`src/rtl/ingreso_monto_pkg.sv`:
```
// Shared definitions for the ATM amount-entry stage: key codes, data width and FSM states.
package ingreso_monto_pkg;

    localparam int MONTO_W = 32;

    localparam logic [3:0] TECLA_BORRAR   = 4'hA;
    localparam logic [3:0] TECLA_CANCELAR = 4'hC;
    localparam logic [3:0] TECLA_ACEPTAR  = 4'hE;

    typedef enum logic [1:0] {
        INACTIVO    = 2'd0,
        CAPTURA     = 2'd1,
        ESPERA_BAJA = 2'd2
    } estado_t;

    function automatic logic es_numero(input logic [3:0] tecla);
        return tecla <= 4'd9;
    endfunction

endpackage

```
`src/rtl/ingreso_monto_acumulador_decimal.sv`:
```
// Decimal accumulator: shifts a new digit into a binary value (acc*10 + digit) and counts digits.
module acumulador_decimal
    import ingreso_monto_pkg::*;
#(
    parameter int MAX_DIGITOS = 9
) (
    input  logic               clk,
    input  logic               reset,
    input  logic               cargar,
    input  logic               limpiar,
    input  logic [3:0]         digito,
    output logic [MONTO_W-1:0] acc,
    output logic [3:0]         contador,
    output logic               lleno
);

    localparam logic [3:0] MAX_CNT = 4'(MAX_DIGITOS);

    // x10 built from two shifts so no multiplier is inferred
    always_ff @(posedge clk or negedge reset) begin
        if (!reset) begin
            acc      <= '0;
            contador <= '0;
        end else if (limpiar) begin
            acc      <= '0;
            contador <= '0;
        end else if (cargar) begin
            acc      <= (acc << 3) + (acc << 1) + {{(MONTO_W-4){1'b0}}, digito};
            contador <= contador + 4'd1;
        end
    end

    assign lleno = (contador >= MAX_CNT);

endmodule

```
`src/rtl/ingreso_monto.sv`:
```
// Keypad amount entry: FSM, idle timeout and registered pulses around the decimal accumulator.
module ingreso_monto
    import ingreso_monto_pkg::*;
#(
    parameter int MAX_DIGITOS    = 9,
    parameter int TIMEOUT_CICLOS = 1000
) (
    input  logic               clk,
    input  logic               reset,
    input  logic               habilitar,
    input  logic               digito_stb,
    input  logic [3:0]         digito,
    output logic [MONTO_W-1:0] monto,
    output logic               monto_stb,
    output logic               cancelado,
    output logic               error_tecla,
    output logic [3:0]         digitos_ingresados
);

    localparam int            TW        = $clog2(TIMEOUT_CICLOS);
    localparam logic [TW-1:0] TIMER_FIN = TW'(TIMEOUT_CICLOS - 1);

    estado_t            estado;
    logic [TW-1:0]      timer;
    logic [MONTO_W-1:0] acc;
    logic [3:0]         contador;
    logic               lleno;
    logic               tecla_valida;
    logic               cero_inicial;
    logic               cargar;
    logic               limpiar;

    // Losing habilitar in CAPTURA outranks any strobe in the same cycle
    always_comb begin
        tecla_valida = 1'b0;
        cero_inicial = 1'b0;
        cargar       = 1'b0;
        limpiar      = 1'b0;
        tecla_valida = (estado == CAPTURA) && habilitar && digito_stb;
        cero_inicial = (acc == '0) && (digito == 4'd0);
        cargar       = tecla_valida && es_numero(digito) && !cero_inicial && !lleno;
        limpiar      = ((estado == INACTIVO) && habilitar) ||
                       ((estado == CAPTURA) && !habilitar) ||
                       (tecla_valida && (digito == TECLA_BORRAR));
    end

    acumulador_decimal #(
        .MAX_DIGITOS (MAX_DIGITOS)
    ) u_acumulador (
        .clk      (clk),
        .reset    (reset),
        .cargar   (cargar),
        .limpiar  (limpiar),
        .digito   (digito),
        .acc      (acc),
        .contador (contador),
        .lleno    (lleno)
    );

    always_ff @(posedge clk or negedge reset) begin
        if (!reset) begin
            estado      <= INACTIVO;
            timer       <= '0;
            monto       <= '0;
            monto_stb   <= 1'b0;
            cancelado   <= 1'b0;
            error_tecla <= 1'b0;
        end else begin
            monto_stb   <= 1'b0;
            cancelado   <= 1'b0;
            error_tecla <= 1'b0;
            case (estado)
                INACTIVO: begin
                    timer <= '0;
                    if (habilitar) begin
                        estado <= CAPTURA;
                    end
                end
                CAPTURA: begin
                    if (!habilitar) begin
                        estado <= INACTIVO;
                        timer  <= '0;
                    end else if (digito_stb) begin
                        timer <= '0;
                        case (digito)
                            TECLA_BORRAR: begin
                            end
                            TECLA_CANCELAR: begin
                                cancelado <= 1'b1;
                                estado    <= ESPERA_BAJA;
                            end
                            TECLA_ACEPTAR: begin
                                if (contador == 4'd0) begin
                                    error_tecla <= 1'b1;
                                end else begin
                                    monto     <= acc;
                                    monto_stb <= 1'b1;
                                    estado    <= ESPERA_BAJA;
                                end
                            end
                            4'hB, 4'hD, 4'hF: begin
                                error_tecla <= 1'b1;
                            end
                            default: begin
                                if (lleno && !cero_inicial) begin
                                    error_tecla <= 1'b1;
                                end
                            end
                        endcase
                    end else if (timer == TIMER_FIN) begin
                        cancelado <= 1'b1;
                        estado    <= ESPERA_BAJA;
                    end else begin
                        timer <= timer + 1'b1;
                    end
                end
                ESPERA_BAJA: begin
                    timer <= '0;
                    if (!habilitar) begin
                        estado <= INACTIVO;
                    end
                end
                default: begin
                    estado <= INACTIVO;
                    timer  <= '0;
                end
            endcase
        end
    end

    assign digitos_ingresados = (estado == CAPTURA) ? contador : 4'd0;

endmodule

```
`config.mk`:
```
export PLATFORM = sky130hd
export DESIGN_NAME = ingreso_monto
export DESIGN_NICKNAME = d
export VERILOG_FILES = /design/src/rtl/ingreso_monto_pkg.sv /design/src/rtl/ingreso_monto_acumulador_decimal.sv /design/src/rtl/ingreso_monto.sv
export SDC_FILE = /design/constraint.sdc
export NUM_CORES = 1
export LEC_CHECK = 0
export ABC_AREA = 1
export CORE_MARGIN = 10
export CORE_UTILIZATION = 45
export CTS_BUF_LIST = sky130_fd_sc_hd__clkbuf_4 sky130_fd_sc_hd__clkbuf_8 sky130_fd_sc_hd__clkbuf_16
export DETAILED_ROUTE_END_ITERATION = 12
export PLACE_DENSITY = 0.75
export REMOVE_ABC_BUFFERS = 1
export SETUP_SLACK_MARGIN = 0.5
export SYNTH_ARGS = -nofsm -noshare
export SYNTH_HDL_FRONTEND = slang
export SYNTH_SLANG_ARGS = --single-unit
```
`constraint.sdc`:
```
create_clock -name clk -period 3.8 [get_ports clk]
set_input_delay 0.76 -clock clk [delete_from_list [all_inputs] [get_ports clk]]
set_output_delay 0.76 -clock clk [all_outputs]
set_load 0.03 [all_outputs]
```
**After elaboration in Yosys (flattened, before gate mapping)**

Index checks and enable logic that the tools add are counted.

- Register bits: 83
- Input bits: 8
- Output and inout bits: 39
- Logic and storage cells: 87

- Add/subtract/negate cells: 4
- Order comparisons: 2
- Equality and inequality tests: 15
- Multiplexer cells: 33
- Bitwise logic cells: 1
- Reduce and logical (&&, ||, !) cells: 24

Operator list:

| operator | count |
|---|---|
| 2-to-1 mux 32 bit | 2 |
| 2-to-1 mux 10 bit | 4 |
| adder 32 bit | 1 |
| adder 32 x 4 -> 32 bit | 1 |
| logical NOT 32 bit | 1 |
| equality test 4 bit, second input constant | 6 |
| 2-to-1 mux 1 bit | 15 |
| 2-to-1 mux 2 bit | 6 |
| 2-to-1 mux 4 bit | 3 |
| adder 10 x 1 -> 10 bit, second input constant | 1 |
| equality test 10 bit, second input constant | 1 |
| logical AND 1 bit | 10 |
| AND reduction 5 bit | 2 |
| logical NOT 4 bit | 2 |
| one-hot mux 2 bit (3 select lines) | 1 |
| != test 5 x 3 -> 1 bit, second input constant | 1 |
| != test 5 bit, second input constant | 1 |
| adder 4 x 1 -> 4 bit, second input constant | 1 |
| >= comparator 4 bit, second input constant | 1 |
| less-or-equal comparator 4 bit, second input constant | 1 |
| != test 2 bit, second input constant | 2 |
| != test 4 x 3 -> 1 bit, second input constant | 1 |
| != test 4 bit, second input constant | 1 |
| one-hot mux 2 bit (2 select lines) | 1 |
| other kinds (10) | 13 |

**Depth between registers and ports, before layout**

Gate-level depths: netlist of the first run.

- Depth after elaboration: 9
- Mapped depth: 15
- Mapped depth without buffers: 15

**Cells and area by module**

A second synthesis of the first run with hierarchy kept.

- Cells, all modules: 905
- Area total of the unflattened synthesis: 6,104.6 µm²

Modules (own cells, without submodules):

| module | instances | cells an instance | area each (µm²) |
|---|---|---|---|
| acumulador_decimal | 1 | 622 | 3,890.0 |
| ingreso_monto | 1 | 283 | 2,214.6 |

**Worst setup path before layout of the first run**

OpenSTA, ideal clock, no wires.

- Path kind: input port to flip-flop
- From: input port digito[3]
- To: register u_acumulador.acc[14]
- Library setup time: 118 ps
- Arrival time: 2,684 ps
- Required time: 3,682 ps
- Setup slack: 998 ps
- Stages on the path: 11
- Buffers on the path: 0
- Cell sequence: inv_1 fa_1 inv_1 fa_1 nand3_1 nand3_1 nand3_1 nand3_1 or2_2 nand3_1 nand2_1

- Word-level cells in the longest chain between the ends: 6

RTL lines:

| element | RTL line | text |
|---|---|---|
| start, declared | ingreso_monto.sv:12 | `input logic [3:0] digito,` |
| parallel branches: the longest is 6 deep, another holds adder 32 x 4 -> 32 bit | n/a |  |
| end signal, assigned | ingreso_monto_acumulador_decimal.sv:28 | `acc <= (acc << 3) + (acc << 1) + {{(MONTO_W-4){1'b0}}, digito};` |
| end, declared | ingreso_monto_acumulador_decimal.sv:12 | `output logic [MONTO_W-1:0] acc,` |

Several ways; the timed one is not identified. The select of a mux whose other input is x is not followed.
A chain may end at the register's enable or synchronous reset.

**Worst setup path in the final report of the first run**

Same ends and word-level chain as after synthesis.

==> impl_metrics.yaml, run 1 <==
status:
  status: "completed"
synthesis:
  synth_top_cell_by_area: "dfrtp_1"
  synthCells: 898
  synth.area.top_cells: "dfrtp_1, nand2_1, ha_1"
  postSynthAreaPerCell_um2: 6.93
  synth_warnings: 0
  synth_cell_types: 37
  ys_ff_latch: 83
  seq_area_frac_synth_pct: 33.4
  netlist.area_leader.share_pct: 33.4
  syn_area_um2: 6220
finish:
  area_delta_synth_final_pct: 14.7
  fin_nets: 1016
  final_common_cell: "nand2_1"
  final_cell_mix: "nand2_1, inv_1, nand3_1, dfrtp_1, ha_1"
  drive_above_1_share_pct: 4.23
  fill_cells: 1281
  register_area_um2: 2080
  antenna_cells: 0
  multi_input_area_um2: 3540
  instances_no_fill: 1122
cts:
  post_cts_buffers: 0
  htreeDepth: 3
  numCtsBuffers: 9
  clockRootBuffer: "clkbuf_16"
  clkLatencyLatePin_ps: 350
  path_clk_slew_ps: 60
  cts_tree: "built"
  clockBufferDepth: 2
  hold_buffers: 0
  clock-sinks: 83
sta:
  fin_worst_skew_ps: 9.00
  hold_viol_final: 0
  fin_crit_sh_pct: 81.0
  period_minus_slack_ps: 3080
  worstMarginPinSlew_ps: 807
  setup_viol: 0
  final.setup.tns_ps: 0
  slew_viol_final: 0
  worst_slack_ps: 720
  max_slew_margin_pct: 46.2
  fmax_mhz: 325
  rsz0062_at_grt: "no"
route:
  viasPerCell: 5.15
  vias: 5781
  drc: 0
  antenna_left: 0
  finalWirelength_um: 15600
  first_pass_iters: 7
  wl_per_cell_um: 13.9
  drt_iter0_markers: 463
setup_path:
  crit_type: "input pin to register"
  startpoint_type: "input pin"
  critPathArrivalTime_ps: 3320
  crit_path_end_kind: "register"
  cp_max_fo: 5
  required_ps: 4040
global_routing:
  grt_pass1_vias: 5360
  grt_max_degree: 66
  grt_pass1_wl_um: 26000
  track_usage_pct: 17.0
  grt_antenna_before_repair: 0
  grt_overflow: 0
flow_run:
  maxCapViolCount: 0
placed_design:
  dp_hpwl_um: 11900
  numPortBuffers: 46
  place_congestion: 0.946
  dpl.cell_count: 1109
  post-place-ws_ps: 236
floorplanning:
  coreArea_um2: 13400
  io-pin-count: 47
  initial_utilization_pct: 46.4
  die_y_um: 138
  dieArea_um2: 18900
  rows: 42
  fp.dieW_um: 138
power_and_ir_drop:
  peakVddDrop_mv: 0.216
  p_leak_nw: 4.09
  pwr_density_cell_nw_per_um2: 310
min_path:
  hold_class: "register to register"
==> flip-flops by register name (all words and copies together) (netlist names) <==
| name | count |
|---|---|
| u_acumulador.contador | 4 |
| monto_stb | 1 |
| timer | 10 |
| error_tecla | 1 |
| monto | 32 |
| cancelado | 1 |
| u_acumulador.acc | 32 |
| estado | 2 |
==> power breakdown <==
| group | internal, W | switching, W |
|---|---|---|
| sequential | 0.000913 | 0.0000293 |
| clock | 0.000504 | 0.000352 |
| combinational | 0.000119 | 0.000293 |
==> what timing repair did <==
| item | 4_1_cts | 5_1_grt |
|---|---|---|
| endpoints found under the setup margin | 0 | 8 |
| hold endpoints to repair | 0 | 0 |
| gates resized for setup | 0 | 2 |
==> metrics by stage <==
step	power (W)	cell area [µm²]	utilization, %	hold WS [ps]
6_report	0.00221	7140	53.2	478
5_1_grt	0.00231	7140	53.2	506
4_1_cts	0.00222	7130	53.2	485
3_5_place_dp	0.00136	6850	51.1	471
3_3_place_gp	0.00136	6850	51.1	456
2_1_floorplan	0.00121	6130	-	464
==> kinds of logic after synthesis <==
group	synth area share (%)
simple gates	36.1
buf+inv	10.1
flops	33.4
compound gates	5.83
fa+ha+maj	13.1
xor+xnor	1.55
==> final cells by class <==
cell class	count	share of cell area (%)
Sequential cell	83	29.1
Inverter	141	7.45
Timing Repair Buffer	51	6.94
Tap cell	176	3.09
Clock buffer	10	3.26
Clock inverter	3	0.596
Multi-Input combinational cell	658	49.6
==> critical path, cell delays in order <==
cell and delay [ps]:
clkdlybuf4s50_1 490, inv_1 100, fa_1 540, inv_1 70, fa_2 430, nand3_1 120
nand3_2 150, nand3_1 110, nand3_1 110, or2_2 300, nand3_1 80, nand2_1 50
==> synth_stat cells <==
master    instances
nand3b_1          5
o211ai_1          1
inv_4             1
nor2_8            1
or2_2             6
o21ai_1           2
o21ai_0          36
and2_1            3
nand2_2           1
nor2_1           61
buf_4             2
inv_1           137
ha_1             62
nor4_4            1
o31ai_1           1
dfrtp_1          83
buf_6             3
a21o_1            2
nand3_4           1
buf_2             3
nor2_2            1
xor2_1           11
nor3_1           10
nor3_2            1
clkbuf_1          8
nor4_1            1
o21bai_1          4
fa_1              2
nand3_1         105
or2_4             1
nand2_1         300
inv_2             3
nor3_4            1
a21oi_1          20
nand4_1          15
nor3b_1           2
a211oi_2          1
==> layer usage <==
metal / vias up / share of wire [%] / GRT usage [%]
met5: - / 0 / 0
met4: 0 / 1.9 / 6.26
met3: 24 / 6.2 / 2.40
met2: 142 / 45 / 26.9
met1: 2664 / 46 / 23.1
li1: 2951 / - / -
==> final timing paths <==
| check | cells after the start | end | from | slack [ps] |
|---|---|---|---|---|
| min reg2reg | 2 | monto[18]$_DFFE_PN0P_ | monto[18]$_DFFE_PN0P_ | 480 |
| max | 12 | u_acumulador.acc[14]$_DFFE_PN0P_ | digito[3] | 720 |
| min in group asynchronous | 1 | timer[7]$_DFFE_PN0P_ | reset | 510 |
| max reg2reg | 11 | u_acumulador.acc[14]$_DFFE_PN0P_ | u_acumulador.acc[0]$_DFFE_PN0P_ | 1290 |
| max in group asynchronous | 2 | monto[10]$_DFFE_PN0P_ | reset | 2620 |
| min | 2 | monto[18]$_DFFE_PN0P_ | monto[18]$_DFFE_PN0P_ | 480 |
No activity file was read; power rests on OpenSTA's default activity.
==> run 2, diff against run 1 <==
==> constraint.sdc (replaced) <==
create_clock -name clk -period 3.1 [get_ports clk]
set_input_delay 0.62 -clock clk [delete_from_list [all_inputs] [get_ports clk]]
set_output_delay 0.62 -clock clk [all_outputs]
set_load 0.03 [all_outputs]
==> run 2 against run 1 <==
Against the previous run:
- cell count is 1.7% higher
- global-route usage is 0.39 points higher
- flip-flop and latch count stayed put
- register-to-register slack worse by 630 ps
- power is 27% higher
- largest power group unchanged
==> impl_metrics.yaml, run 2 (synthesis gave the netlist of run 1 again) <==
status:
  status: "completed"
global_routing:
  grt_overflow: 0
  track_usage_pct: 17.4
  grt_max_degree: 44
  grt_pass1_wl_um: 26800
  grt_antenna_before_repair: 0
  grt_pass1_vias: 5541
finish:
  fin_nets: 1032
  final_area_um2: 7350
  final_common_cell: "nand2_1"
  area_delta_synth_final_pct: 18.2
  antenna_cells: 0
  utilization_pct: 54.9
  final_cell_mix: "nand2_1, inv_1, nand3_1, dfrtp_1"
  reg_top3: "monto: 32 flops, u_acumulador.acc: 32 flops, timer: 10 flops"
  drive_above_1_share_pct: 7.36
sta:
  hold_viol_final: 0
  worst_slack_ps: 628
  fmax_mhz: 405
  rsz0062_at_grt: "yes"
  worstMarginPinSlew_ps: 519
  slew_viol_final: 0
  max_slew_margin_pct: 65.4
  fin_crit_sh_pct: 79.7
  period_minus_slack_ps: 2470
  setup_viol: 0
  fin_worst_skew_ps: 6.60
  final.setup.tns_ps: 0
setup_path:
  cpMostUsedCell: "nand3_2"
  crit_family: "adder cells"
  crit_slowest_cell: "fa_1"
  required_ps: 3340
  critPathArrivalTime_ps: 2710
  crit_type: "input pin to register"
  critPathMaxStageDelay_ps: 510
  r2r_start: "u_acumulador.acc[2]$_DFFE_PN0P_"
  cp_max_fo: 5
  r2r_slack_ps: 660
  path_cells: "clkdlybuf4s15_2 -> inv_1 -> fa_1 -> inv_2 -> fa_2 -> nand3_1 -> nand3_2 -> nand3_2 -> nand3_2 -> or2_2 -> nand3_1 -> nand2_1"
  crit_path_end_kind: "register"
  reg2reg_to: "u_acumulador.acc[14]$_DFFE_PN0P_"
  crit_buf_inv: 3
  worst_r2r_path_depth: 11
  startpoint_type: "input pin"
power_and_ir_drop:
  pwr_density_cell_nw_per_um2: 383
  p_leak_nw: 4.23
  peakVddDrop_mv: 0.295
floorplanning:
  dieArea_um2: 18900
  io-pin-count: 47
  coreArea_um2: 13400
  initial_utilization_pct: 46.4
  fp.dieW_um: 138
  die_y_um: 138
  rows: 42
placed_design:
  numPortBuffers: 46
  place_congestion: 0.959
  place_area_um2: 7000
  post-place-ws_ps: -220
  dp_hpwl_um: 12200
cts:
  clock-sinks: 83
  clkLatencyLatePin_ps: 340
  post_cts_buffers: 0
  numCtsBuffers: 9
  clockRootBuffer: "clkbuf_16"
  clockBufferDepth: 2
  path_clk_slew_ps: 70
  cts_tree: "built"
  htreeDepth: 3
route:
  vias: 5879
  drc: 0
  first_pass_iters: 7
  finalWirelength_um: 16000
  antenna_left: 0
  wl_per_cell_um: 14.0
  viasPerCell: 5.15
  drt_iter0_markers: 482
flow_run:
  maxCapViolCount: 0
min_path:
  hold_class: "input pin to asynchronous set/reset pin"
==> run 2: changes by cell type in the layout (fill, tap and decap cells not counted), moves of 2 or more <==
cell / change
nand3_2: +6
nand2_1: -3
buf_12: +2
buf_4: +14
nand2_2: +3
clkdlybuf4s50_1: -2
nand3_1: -6
inv_6: +2
==> run 2: metal layers <==
metal  wire length [µm]  global-route usage [%]
met1               7210                    23.1
met2               7470                    28.4
met3               1100                    2.88
met4                225                    4.98
met5                  0                       0
==> run 2: area by class of cell <==
cell class / instances / area [µm²]
Fill cell: 1272 / 6050
Multi-Input combinational cell: 658 / 3590
Sequential cell: 83 / 2080
Timing Repair Buffer: 67 / 641
Inverter: 141 / 532
Clock buffer: 9 / 225
Tap cell: 176 / 220
Clock inverter: 7 / 73.8
==> run 2: worst max-delay path by stage <==
stage,from,endpoint,slack (ps),cells after the start
2_1_floorplan,digito[3],u_acumulador.acc[14]$_DFFE_PN0P_,430,11
3_3_place_gp,digito[3],u_acumulador.acc[14]$_DFFE_PN0P_,-180,12
3_5_place_dp,digito[3],u_acumulador.acc[14]$_DFFE_PN0P_,-220,12
4_1_cts,digito[3],u_acumulador.acc[14]$_DFFE_PN0P_,520,12
5_1_grt,digito[3],u_acumulador.acc[14]$_DFFE_PN0P_,470,12
6_report,digito[3],u_acumulador.acc[14]$_DFFE_PN0P_,630,12
==> run 2: timing repair <==
action | in CTS | in global routing
hold buffers | 0 | 0
resized for setup | 5 | 13
endpoints found under the hold margin | 0 | 0
setup endpoints to repair | 27 | 23
pin swaps | 0 | 2
==> run 2: report_power, final <==
| part | internal, W | switching, W |
|---|---|---|
| clock network | 0.000629 | 0.000475 |
| registers | 0.00112 | 0.0000374 |
| logic | 0.000180 | 0.000374 |
==> run 2: worst register-to-register path: cells and delay by family, from the launching register on <==
| family | cells | cell delay, ps |
|---|---|---|
| buf+inv | 2 | 170 |
| fa+ha+maj | 2 | 950 |
| flops | 1 | 380 |
| simple gates | 7 | 830 |
==> run 2: through the flow <==
| step | instances | hold slack [ps] | power [W] |
|---|---|---|---|
| finish | 1141 | 250 | 0.00281 |
| global route | 1141 | 278 | 0.00295 |
| CTS | 1141 | 262 | 0.00281 |
| detailed placement | 1125 | 461 | 0.00171 |
| global placement | 1125 | 456 | 0.00171 |
| floorplan | 882 | 324 | 0.00149 |
